`config.mk`:
```
export PLATFORM = sky130hd
export DESIGN_NAME = rr_wordmux
export DESIGN_NICKNAME = d
export VERILOG_FILES = /design/src/rtl/cpu_defs.sv /design/src/rtl/rr_arbiter.sv /design/src/rtl/rr_wordmux.sv
export SDC_FILE = /design/constraint.sdc
export NUM_CORES = 1
export LEC_CHECK = 0
export CORE_AREA = 10 10 79 81
export CTS_CLUSTER_SIZE = 14
export DETAILED_ROUTE_END_ITERATION = 6
export DIE_AREA = 0 0 89 91
export GPL_ROUTABILITY_DRIVEN = 0
export HOLD_SLACK_MARGIN = 0.05
export PLACE_DENSITY_LB_ADDON = 0.08
export REMOVE_ABC_BUFFERS = 1
export SYNTH_ARGS = -nofsm -noshare
export SYNTH_HDL_FRONTEND = slang
export SYNTH_SLANG_ARGS = --single-unit
```
`constraint.sdc`:
```
create_clock -name i_clk -period 2.3 [get_ports i_clk]
set_input_delay 0.23 -clock i_clk [delete_from_list [all_inputs] [get_ports i_clk]]
set_output_delay 0.23 -clock i_clk [all_outputs]
set_load 0.03 [all_outputs]
```
`src/rtl/cpu_defs.sv`:
```
// ---------------------------------------------------------------------------
// cpu_defs
//   Shared definitions for the word-mux datapath blocks.
//
//   WORD_W  : default data word width in bits.
//   clog2() : constant function returning ceil(log2(n)), minimum 1, used
//             to size channel index fields.
// ---------------------------------------------------------------------------
package cpu_defs;

    localparam int WORD_W = 16;

    // Arbitration modes driven on i_mode.
    typedef enum logic {
        ARB_ROUND_ROBIN = 1'b0,
        ARB_FIXED       = 1'b1
    } arb_mode_e;

    // Width needed to index n items; a single item still gets one bit so
    // that index fields never collapse to zero width.
    function automatic int clog2(input int n);
        int r;
        r = 0;
        while ((1 << r) < n) begin
            r = r + 1;
        end
        if (r == 0) begin
            r = 1;
        end
        return r;
    endfunction

endpackage : cpu_defs

```
`src/rtl/rr_arbiter.sv`:
```
// ---------------------------------------------------------------------------
// rr_arbiter
//   Round-robin / fixed-priority request arbiter with a rotating pointer.
//
//   Ports
//     i_clk        : clock, state updates on rising edge
//     i_rst_n      : asynchronous active-low reset (pointer returns to 0)
//     i_mode       : 0 = round-robin from pointer, 1 = lowest index wins
//     i_valid      : per-channel requests, bit k = channel k
//     i_advance    : a transfer happens this cycle on the granted channel
//     o_grant      : one-hot grant (all zero when nothing requests)
//     o_grant_idx  : binary index of the granted channel (0 when none)
// ---------------------------------------------------------------------------
module rr_arbiter
    import cpu_defs::*;
#(
    parameter int CHANNELS = 4,
    parameter int SEL_W    = clog2(CHANNELS)
) (
    input  logic                i_clk,
    input  logic                i_rst_n,
    input  logic                i_mode,
    input  logic [0:CHANNELS-1] i_valid,
    input  logic                i_advance,
    output logic [0:CHANNELS-1] o_grant,
    output logic [SEL_W-1:0]    o_grant_idx
);

    localparam logic [SEL_W-1:0] LAST_IDX = SEL_W'(CHANNELS - 1);

    logic [SEL_W-1:0] ptr_q;
    logic [SEL_W-1:0] ptr_d;
    logic [SEL_W-1:0] grant_idx;
    logic             grant_found;

    // Search CHANNELS candidates starting at the pointer (round-robin) or
    // at 0 (fixed). The first requesting candidate wins. The wrap is done
    // by subtraction rather than modulo so that non-power-of-two channel
    // counts never produce an index >= CHANNELS.
    always_comb begin
        int cand;
        grant_idx   = '0;
        grant_found = 1'b0;
        cand        = 0;
        for (int off = 0; off < CHANNELS; off++) begin
            if (i_mode == ARB_FIXED) begin
                cand = off;
            end else begin
                cand = int'(ptr_q) + off;
                if (cand >= CHANNELS) begin
                    cand = cand - CHANNELS;
                end
            end
            if (!grant_found && i_valid[cand]) begin
                grant_found = 1'b1;
                grant_idx   = cand[SEL_W-1:0];
            end
        end
    end

    genvar gi;
    generate
        for (gi = 0; gi < CHANNELS; gi++) begin : g_grant
            assign o_grant[gi] = grant_found && (grant_idx == SEL_W'(gi));
        end
    endgenerate

    assign o_grant_idx = grant_idx;

    // Pointer moves past the winner only on a round-robin transfer; fixed
    // mode leaves it untouched so switching back resumes where it was.
    always_comb begin
        ptr_d = ptr_q;
        if (i_advance && grant_found && (i_mode == ARB_ROUND_ROBIN)) begin
            if (grant_idx == LAST_IDX) begin
                ptr_d = '0;
            end else begin
                ptr_d = grant_idx + SEL_W'(1);
            end
        end
    end

    always_ff @(posedge i_clk or negedge i_rst_n) begin
        if (!i_rst_n) begin
            ptr_q <= '0;
        end else begin
            ptr_q <= ptr_d;
        end
    end

endmodule : rr_arbiter

```
`src/rtl/rr_wordmux.sv`:
```
// ---------------------------------------------------------------------------
// rr_wordmux
//   CHANNELS:1 word multiplexer with arbitration and a single registered
//   output stage using valid/ready handshakes on both sides.
//
//   Ports
//     i_clk    : clock, state updates on rising edge
//     i_rst_n  : asynchronous active-low reset
//     i_mode   : 0 = round-robin, 1 = fixed priority (lowest index)
//     i_valid  : per-channel request, bit k = channel k
//     i_data   : channel words, channel k at [k*WIDTH : k*WIDTH+WIDTH-1]
//     o_ready  : per-channel accept strobe (one-hot or zero)
//     o_valid  : output register holds a word
//     o_data   : registered selected word
//     o_sel    : registered index of the channel that supplied o_data
//     i_ready  : downstream accept for o_data
// ---------------------------------------------------------------------------
module rr_wordmux
    import cpu_defs::*;
#(
    parameter int WIDTH    = WORD_W,
    parameter int CHANNELS = 4,
    parameter int SEL_W    = clog2(CHANNELS)
) (
    input  logic                      i_clk,
    input  logic                      i_rst_n,
    input  logic                      i_mode,
    input  logic [0:CHANNELS-1]       i_valid,
    input  logic [0:CHANNELS*WIDTH-1] i_data,
    output logic [0:CHANNELS-1]       o_ready,
    output logic                      o_valid,
    output logic [0:WIDTH-1]          o_data,
    output logic [0:SEL_W-1]          o_sel,
    input  logic                      i_ready
);

    // The select table is padded to a power of two so every value of the
    // index field addresses a defined entry.
    localparam int TABLE_N = 1 << SEL_W;

    logic                  valid_q;
    logic                  valid_d;
    logic [WIDTH-1:0]      data_q;
    logic [WIDTH-1:0]      data_d;
    logic [SEL_W-1:0]      sel_q;
    logic [SEL_W-1:0]      sel_d;

    logic                  load;
    logic                  any_valid;
    logic                  transfer;
    logic [0:CHANNELS-1]   arb_grant;
    logic [SEL_W-1:0]      arb_grant_idx;
    logic [WIDTH-1:0]      words [TABLE_N];
    logic [WIDTH-1:0]      sel_word;

    // Output register may take a new word when it is empty or being
    // drained this cycle; i_ready only reaches o_ready, never o_data or
    // o_valid directly.
    assign load      = !valid_q || i_ready;
    assign any_valid = |i_valid;
    assign transfer  = load && any_valid;

    rr_arbiter #(
        .CHANNELS (CHANNELS),
        .SEL_W    (SEL_W)
    ) u_arbiter (
        .i_clk       (i_clk),
        .i_rst_n     (i_rst_n),
        .i_mode      (i_mode),
        .i_valid     (i_valid),
        .i_advance   (transfer),
        .o_grant     (arb_grant),
        .o_grant_idx (arb_grant_idx)
    );

    // Accept strobes are suppressed while reset is held so nothing upstream
    // sees a handshake that the registers would discard.
    assign o_ready = arb_grant & {CHANNELS{load && i_rst_n}};

    genvar gi;
    generate
        for (gi = 0; gi < TABLE_N; gi++) begin : g_words
            if (gi < CHANNELS) begin : g_live
                assign words[gi] = i_data[gi*WIDTH +: WIDTH];
            end else begin : g_pad
                assign words[gi] = '0;
            end
        end
    endgenerate

    assign sel_word = words[arb_grant_idx];

    always_comb begin
        valid_d = valid_q;
        data_d  = data_q;
        sel_d   = sel_q;
        if (load) begin
            if (any_valid) begin
                valid_d = 1'b1;
                data_d  = sel_word;
                sel_d   = arb_grant_idx;
            end else begin
                // Nothing to load: drop valid but keep the last word/index.
                valid_d = 1'b0;
            end
        end
    end

    always_ff @(posedge i_clk or negedge i_rst_n) begin
        if (!i_rst_n) begin
            valid_q <= 1'b0;
            data_q  <= '0;
            sel_q   <= '0;
        end else begin
            valid_q <= valid_d;
            data_q  <= data_d;
            sel_q   <= sel_d;
        end
    end

    assign o_valid = valid_q;
    assign o_data  = data_q;
    assign o_sel   = sel_q;

endmodule : rr_wordmux

```
==> summary.md <==
| Metric | Value |
|---|---|
| Status | finished clean |
| DR DRC count | 0 |
| Via density | 4.75 |
| Vias | 1535 |
| Initial Utilization | 34.2% |
| FILL cells | 416 |
| Slew of the pin with the lowest slew margin | 0.448 ns |
| Mapped Area | 1590 sq um |
| Antenna viol nets, final | 0 |
| Startpoint Class | register |
| IO Pins | 95 |
| Setup Skew | 0.00325 ns |
| GRT Overall Usage | 11.9% |
| Worst R2R End | o_data[14]$_DFFE_PN0P_ |
| RSZ-0062 raised after global routing | yes |
| Worst-Skew Late Latency | 0.26 ns |
| Drt first-iter violations | 25 |
| DP Wirelength | 4020 um |
| Drt pass-1 iters | 4 |
| Die span in y | 91 um |
| Crit path top cell by count | buf_12 |
| Post-Layout Cell Count | 323 |
| Core footprint | 4660 sq um |
| Post-synthesis sequential area ratio | 33.0% |
| Grt total ovfl | 0 |
| Crit-path cells | mux2_4 > a22o_4 > nor3_4 > o32ai_4 > buf_12 > nor2_2 > buf_12 |
| Net total in the final layout | 342 |
| H-tree depth | 1 |
| P_leak | 1.16 nW |
| Synth Instances | 163 |
| Top-count cell post-synth | mux2i_1 |
| Worst Hold Slack | 0.251 ns |
| Crit path kind | reg -> out |
| Async S/R FF share, synth | 100% |
| Final Total Pwr | 0.00204 W |
| Die Span X | 89 um |
| DIE AREA | 8100 sq um |
| R2r setup slk | 0.16 ns |
| Tcrit/Tclk final | 98.3% |
| Diodes inserted | 0 |
| Dpl cells | 314 |
| Worst setup path start | u_arbiter.ptr_q[0]$_DFFE_PN0P_ |
| Slowest CP cell | dfrtp_2 |
| Sink Count | 21 |
| Max Cap Violations | 0 |
| Largest area contributor in the netlist | dfrtp_1 |
| Antenna violations before repair | 0 |
| Final setup vio count | 0 |
| First-pass GRT wire length | 7850 um |
| Port-buffer cells | 94 |
| Fin util | 60.9% |
| Fin. Hold Viols | 0 |
| Total wire length | 4960 um |
| CP delay by family, top | flip-flops |
| Largest stage delay, worst path | 0.44 ns |
| Worst Setup End Kind | output port |
| CTS Buffer Depth | 2 |
| Cell row count | 25 |
| FF-to-FF path depth | 8 |
| Distinct cells, synth | 32 |
| Root Buffer | clkbuf_8 |
| Flops & latches, synth | 21 |
| CTS tree | yes |
| Non-Filler Cell Area, Final | 2840 sq um |
| Largest net degree at the start of global routing | 38 |
| Top cells by area, synth | dfrtp_1, mux2i_1, mux2_2 |
| WP buf/inv | 2 |
| RR Startpoint | u_arbiter.ptr_q[0]$_DFFE_PN0P_ |
| Synth Flop Type | dfrtp_1 |
| Top-area cell type share of the netlist area | 33.0% |
| Class of the worst hold path | in -> async |
| Peak VDD IR | 0.364 mV |
| Layout area overhead | 77.9% |
| Dpl cell area | 2700 sq um |
| Vias in the first global route | 1606 |
| Share of cells above drive strength 1 | 20.8% |
| TritonCTS Buffers | 3 |
| Relative slew margins | 70.2% |
| Pwr/cell area | 720 nW/um^2 |
| Commonest cells post-synth | mux2i_1, dfrtp_1, nand2_1 |
| Crit path time final | 2.26 ns |
| Clock transition at path regs | 0.08 ns |
| Worst EP required | 2.07 ns |
| Mean Syn Cell Area | 9.78 sq um |
| Yosys warns | 0 |
| Worst Path Arrival | 2.03 ns |
| CP max FO | 6 |
| Fmax achieved | 0.442 GHz |
| Slew Viols, Final | 0 |
| Drt wl/cell | 15.4 um |
| Post-synth EDFFs | 0 |
-- kinds of logic (layout without fill, tap and decap cells) --
logic type             count (synthesis)  in the layout  share of synthesized area (%)
AO/OA/AOI/OAI                         34             34                           13.2
XOR/XNOR                               1              1                          0.550
AND/OR/NAND/NOR                       41             41                           12.6
flip-flops                            21             21                           33.0
multiplexers                          51             51                           33.7
buffers and inverters                 15            121                           7.06
-- cells in the final DEF, fill, tap and decap left out, types with 2 or more instances in the layout --
cell type and instances:
nor2b_1 2, nor2_2 3, inv_1 3, clkdlybuf4s50_1 88, o21ai_0 6, mux2_2 11
mux2_1 6, nand2b_1 3, clkbuf_8 3, nor2_1 3, o21ai_1 14, dlymetal6s2s_1 2
nand3b_1 2, buf_4 17, nand2_1 21, mux2i_1 33, dfrtp_2 2, buf_12 6
a21oi_1 3, nor2b_4 2, dfrtp_1 19
-- per-layer routing --
metal	global-route usage, %	up-vias	part of all wire, %
li1	-	793	-
met1	13.7	704	40
met2	20.7	36	53
met3	4.74	2	6.9
met4	1.59	0	0.42
met5	0	-	0
-- stage by stage --
stage / setup TNS (ns) / setup slack, ns
after floorplan: -34.43 / -1.88
after global placement: -0.332 / -0.0531
after detailed placement: -0.753 / -0.119
after CTS: 0 / 0.0233
after global routing: -0.0765 / -0.0265
final: 0 / 0.0395
-- power breakdown --
| part | total (W) | internal, W | switching [W] |
|---|---|---|---|
| logic | 0.00126 | 0.000673 | 0.000591 |
| clock network | 0.000243 | 0.000121 | 0.000122 |
| registers | 0.000535 | 0.000474 | 0.0000615 |
-- worst register-to-register path, cell delays in order, from the launching register on --
cell     delay [ns]
dfrtp_2        0.44
mux2_4         0.31
a22o_4         0.25
nor3_4         0.22
o32ai_4        0.13
buf_12         0.16
buf_4          0.15
mux2_1         0.31
o21ai_1        0.12
-- area by class of cell --
type	count	area, sq um	share of cell area [%]
Timing Repair Buffer	114	1160	41.1
Multi-Input combinational cell	127	1020	35.9
Sequential cell	21	528	18.6
Tap cell	54	67.6	2.38
Clock buffer	3	41.3	1.46
Inverter	3	11.3	0.397
Clock inverter	1	5.00	0.176
-- what timing repair did --
item	in CTS	in global routing
hold buffers	0	0
gates resized for setup	3	16
endpoints found under the setup margin	4	4
setup buffers	3	3
pin swaps	1	5
endpoints found under the hold margin	0	0
-- sequential cells by signal, indices dropped and copies added (netlist names) --
register and cells:
o_sel 2, o_valid 1, u_arbiter.ptr_q 2, o_data 16
-- worst max path at each step --
stage	to	slack (ns)	cells past startpoint
global route	o_ready[0]	-0.03	7
finish	o_ready[0]	0.04	7
CTS	o_ready[1]	0.02	7
global placement	o_data[7]$_DFFE_PN0P_	-0.05	7
floorplan	o_ready[3]	-1.88	5
detailed placement	o_data[4]$_DFFE_PN0P_	-0.12	9
(Power assumes the default switching activity.)
